===== src/rtl/mcc_pkg.sv =====
// mcc_pkg: constants and types shared by the MCC block-load path and the mcc controller
package mcc_pkg;
    localparam int XBAR_SIZE      = 32;
    localparam int XBAR_DIM_WIDTH = 5;
    localparam int DATA_WIDTH     = 8;
    typedef enum logic [1:0] {IDLE, SEND, DONE} tx_state_t;
    typedef logic [DATA_WIDTH-1:0] lane_t;
endpackage


===== src/rtl/mcc_lane_mux.sv =====
// mcc_lane_mux: selects one DATA_WIDTH lane of a packed crossbar diagonal by offset
module mcc_lane_mux
    import mcc_pkg::*;
(
    input  logic [XBAR_SIZE*DATA_WIDTH-1:0] lanes_in,
    input  logic [XBAR_DIM_WIDTH-1:0]       sel_in,
    output lane_t                           lane_out
);
    assign lane_out = lanes_in[sel_in*DATA_WIDTH +: DATA_WIDTH];
endmodule


===== src/rtl/mcc_block_tx.sv =====
// mcc_block_tx: serialises whole crossbar diagonals into the per-element mcc beat stream
module mcc_block_tx
    import mcc_pkg::*;
(
    input  logic                            clk,
    input  logic                            rst,
    input  logic [XBAR_SIZE*DATA_WIDTH-1:0] diag_data_in,
    input  logic [XBAR_DIM_WIDTH-1:0]       diag_idx_in,
    input  logic                            diag_last_in,
    input  logic                            diag_valid_in,
    output logic                            diag_ready_out,
    input  logic                            abort_in,
    input  logic                            tx_ready_in,
    output logic [DATA_WIDTH-1:0]           b_value_out,
    output logic [XBAR_DIM_WIDTH-1:0]       b_diag_out,
    output logic [XBAR_DIM_WIDTH-1:0]       b_offset_out,
    output logic                            block_valid_out,
    output logic                            new_diagonal_out,
    output logic                            block_done_out
);
    tx_state_t                       state_q, state_d;
    logic [XBAR_DIM_WIDTH-1:0]       offset_q, offset_d;
    logic [XBAR_DIM_WIDTH-1:0]       idx_q, idx_d;
    logic [XBAR_SIZE*DATA_WIDTH-1:0] data_q, data_d;
    logic                            last_q, last_d;
    logic                            send, final_beat, accept;
    lane_t                           lane;

    mcc_lane_mux u_lane_mux (
        .lanes_in (data_q),
        .sel_in   (offset_q),
        .lane_out (lane)
    );

    assign send       = state_q == SEND;
    assign final_beat = send && tx_ready_in && offset_q == XBAR_DIM_WIDTH'(XBAR_SIZE - 1);
    // Ready opens on the final beat of a non-last diagonal so the next one follows with no bubble.
    assign diag_ready_out = state_q == IDLE || (final_beat && !last_q);
    assign accept         = diag_valid_in && diag_ready_out && !abort_in;

    always_comb begin
        state_d  = state_q;
        offset_d = (send && tx_ready_in) ? offset_q + XBAR_DIM_WIDTH'(1) : offset_q;
        idx_d    = accept ? diag_idx_in : idx_q;
        data_d   = accept ? diag_data_in : data_q;
        last_d   = accept ? diag_last_in : last_q;
        case (state_q)
            IDLE:    state_d = accept ? SEND : IDLE;
            SEND:    state_d = !final_beat ? SEND : last_q ? DONE : accept ? SEND : IDLE;
            default: state_d = IDLE;
        endcase
        if (accept || abort_in) offset_d = '0;
        if (abort_in) state_d = IDLE;
    end

    always_ff @(posedge clk or posedge rst) begin
        if (rst) begin
            state_q  <= IDLE;
            offset_q <= '0;
            idx_q    <= '0;
            data_q   <= '0;
            last_q   <= 1'b0;
        end else begin
            state_q  <= state_d;
            offset_q <= offset_d;
            idx_q    <= idx_d;
            data_q   <= data_d;
            last_q   <= last_d;
        end
    end

    assign block_valid_out  = send;
    assign b_value_out      = send ? lane : '0;
    assign b_diag_out       = send ? idx_q : '0;
    assign b_offset_out     = send ? offset_q : '0;
    assign new_diagonal_out = send && offset_q == '0;
    assign block_done_out   = state_q == DONE;
endmodule

===== config.mk =====
export PLATFORM = sky130hd
export DESIGN_NAME = mcc_block_tx
export DESIGN_NICKNAME = d
export VERILOG_FILES = /design/src/rtl/mcc_pkg.sv /design/src/rtl/mcc_lane_mux.sv /design/src/rtl/mcc_block_tx.sv
export SDC_FILE = /design/constraint.sdc
export NUM_CORES = 1
export LEC_CHECK = 0
export CORE_UTILIZATION = 30
export CTS_BUF_LIST = sky130_fd_sc_hd__clkbuf_16
export CTS_CLUSTER_DIAMETER = 40
export DETAILED_ROUTE_END_ITERATION = 16
export DONT_BUFFER_PORTS = 1
export GPL_ROUTABILITY_DRIVEN = 1
export SYNTH_ARGS = -nofsm -noshare
export SYNTH_HDL_FRONTEND = slang
export SYNTH_SLANG_ARGS = --single-unit

===== constraint.sdc =====
create_clock -name clk -period 9 [get_ports clk]
set_input_delay 1.8 -clock clk [delete_from_list [all_inputs] [get_ports clk]]
set_output_delay 1.8 -clock clk [all_outputs]
set_load 0.005 [all_outputs]

==> impl_metrics.toml <==
[critical_path]
critPathKind = "reg2out"
setup.worst_path.end_class = "primary output"
rrSetupSlack_ps = 4330
rr_startpoint = "offset_q[2]"
critPathMaxFanout = 43
arrival_ps = 3840
r2r_end = "data_q[149]"
r2r_cells = 8
worst_ep_required_time_ps = 7200
cp-start-kind = "flop"

[global_route]
use_met2_pct = 24.5
grt_antenna_before_repair = 18
gr-usage-all-layers_pct = 16.3
grt_pass1_wl_um = 49600
grt_max_degree = 152
busiest_layer = "met2"
use_met3_pct = 7.91
grt_pass1_vias = 7514
grt_util_met1_pct = 20.0
gr-total-overflow = 0

[clocking]
ctsResizeCount = 0
cts_buffer_depth = 3
cts_setup_buffers = 0
cts-htree-levels = 2
clk_latency_ps = 570
cts_hold_buf = 0
path_clk_slew_ps = 50
clock_sinks = 269
numCtsBuffers = 52
root_buffer = "clkbuf_16"
cts_tree = "built"

[run_status]
status = "finished clean"

[synth]
ys_types = 39
ys_async_sr_fraction_pct = 100
ys_seq_area_share_pct = 54.4
synth_area_mm2 = 0.0124
synth_nets = 1063
yosysWarnings = 0
synth-seq-cells = 269
synth-main-ff-cell = "dfrtp_1"
synth_cells = 793
synth_edf_count = 0
yosys-top-cells-count = "mux2_2 (274), dfrtp_1 (269), mux4_2 (44)"
avgSynthCellArea_um2 = 15.6
yosysMostFrequentCell = "mux2_2"
synth_top_area_share_pct = 54.4
synthTopCellsByArea = "dfrtp_1 (54%), mux2_2 (25%), mux4_2 (8.0%)"
yosysTopAreaCell = "dfrtp_1"

[flow_run]
max_cap_viol_count = 0

[hold_path]
hp-start = "data_q[220]"
hold_end = "data_q[220]"
min_delay_path_depth = 1
min_path_type = "reg2reg"

[sta]
fin_skew_ps = 22.1
rsz0062_at_grt = "false"
period_share_pct = 62.7
tightest_slew_ps = 1010
slew_headroom_pct = 32.9
fin_crit_ps = 5640
finalSetupTns_ps = 0
setup_violations = 0
timing.fmax_ghz = 0.177
hold_violations = 0
whs_ps = 497
setup_ws_ps = 3360
slew_violations = 0

[place]
numPortBuffers = 0
place_hpwl_um = 24500
postPlaceCellArea_mm2 = 0.0128
placed_cells = 1279
dpl_worst_slack_ps = 3850
gp_congestion = 0.771

[die]
coreArea_mm2 = 0.0407
ios = 289
initial_core_util_pct = 30.3
dieHeight_um = 205
rows = 74
fp.dieArea_mm2 = 0.0420
die_w_um = 205

[route]
totalWireLength_um = 34000
vias_per_cell = 5.05
vias = 6987
drtIter0Drc = 335
postRouteAntennaNets = 0
drcViolationCount = 0
wl_per_cell_um = 24.6
dr.pass1.iters = 4

[finish]
layout-drive-gt1-share_pct = 49.5
n_fill_cell = 3885
layout.cells.non_filler = 1383
final_cell_area_mm2 = 0.0146
final_core_util_pct = 35.8
area_delta_synth_final_pct = 18.1
nets = 1071

[power_and_ir_drop]
cellLeakagePower_nw = 5.74
p_per_area_mw_per_mm2 = 279
peakVddDrop_uv = 150
finalPower_mw = 4.07
## kinds of logic (layout without fill, tap and decap cells)
| family | Yosys count | count (layout) | synth area share, % |
|---|---|---|---|
| muxes | 349 | 349 | 36.5 |
| DFF | 269 | 269 | 54.4 |
| and+or+nand+nor | 62 | 62 | 2.64 |
| buffers and inverters | 58 | 108 | 3.06 |
| AOI/OAI and AO/OA | 49 | 49 | 2.80 |
| adders and majority gates | 3 | 3 | 0.304 |
| xor gates and xnor gates | 3 | 3 | 0.213 |
| other | 0 | 8 | 0 |
## state kept, by name, summed over array words and instances (netlist names)
| name | cells |
|---|---|
| data_q | 256 |
| idx_q | 5 |
| offset_q | 5 |
| state_q | 2 |
| last_q | 1 |
## layout by cell type (no fill, tap or decap), types with 4 or more instances in the layout
cell type   instances
dfrtp_1           266
clkbuf_16          53
diode_2             8
nor2_1              9
nor3_1              7
mux2i_1            23
mux4_1              8
nand3_1            13
a22oi_1             8
o21ai_0             6
clkinv_2            5
inv_1              11
mux2_2            274
a22o_1              4
nor2b_1             4
nand2_1            11
bufinv_16           9
inv_6               8
and2_1              8
o211ai_1            4
clkinv_4            6
a21oi_1             5
clkinvlp_4          6
mux4_2             44
a211oi_1            9
buf_4               6
## worst max-delay path by stage
stage	slack, ps	from	end
after floorplan	3650	rst	data_q[0]
after global placement	3880	offset_q[0]	b_value_out[7]
after detailed placement	3850	offset_q[0]	b_value_out[7]
after CTS	3230	offset_q[0]	b_value_out[7]
after global routing	3110	offset_q[0]	b_value_out[7]
final	3360	offset_q[0]	b_value_out[7]
## final cells by class
class / instances / area (um^2) / share of cell area [%]
Clock inverter: 43 / 493 / 3.38
Tap cell: 532 / 666 / 4.56
Inverter: 4 / 18.8 / 0.129
Antenna cell: 8 / 20.0 / 0.137
Clock buffer: 53 / 1330 / 9.08
Sequential cell: 269 / 6740 / 46.1
Timing Repair Buffer: 8 / 85.1 / 0.583
Multi-Input combinational cell: 466 / 5260 / 36.0
## where the power goes
group | internal (mW) | total [mW] | leakage (nW) | switching [mW]
combinational | 0.298 | 0.483 | 1.66 | 0.185
clock | 1.33 | 2.00 | 0.907 | 0.665
sequential | 1.45 | 1.59 | 3.17 | 0.138
total | 3.08 | 4.07 | 5.74 | 0.988
## per-layer routing
layer | wire, um | share of wire, %
met4 | 797 | 2.3
met2 | 15400 | 45
met1 | 14000 | 41
met5 | 148 | 0.44
met3 | 3620 | 11
## critical path: stages, from the launching register on
cell      delay [ps]
dfrtp_4          980
buf_4            670
mux4_2           590
mux2_2           300
a22oi_1          470
o211ai_1         260
No activity file was read; power rests on OpenSTA's default activity.
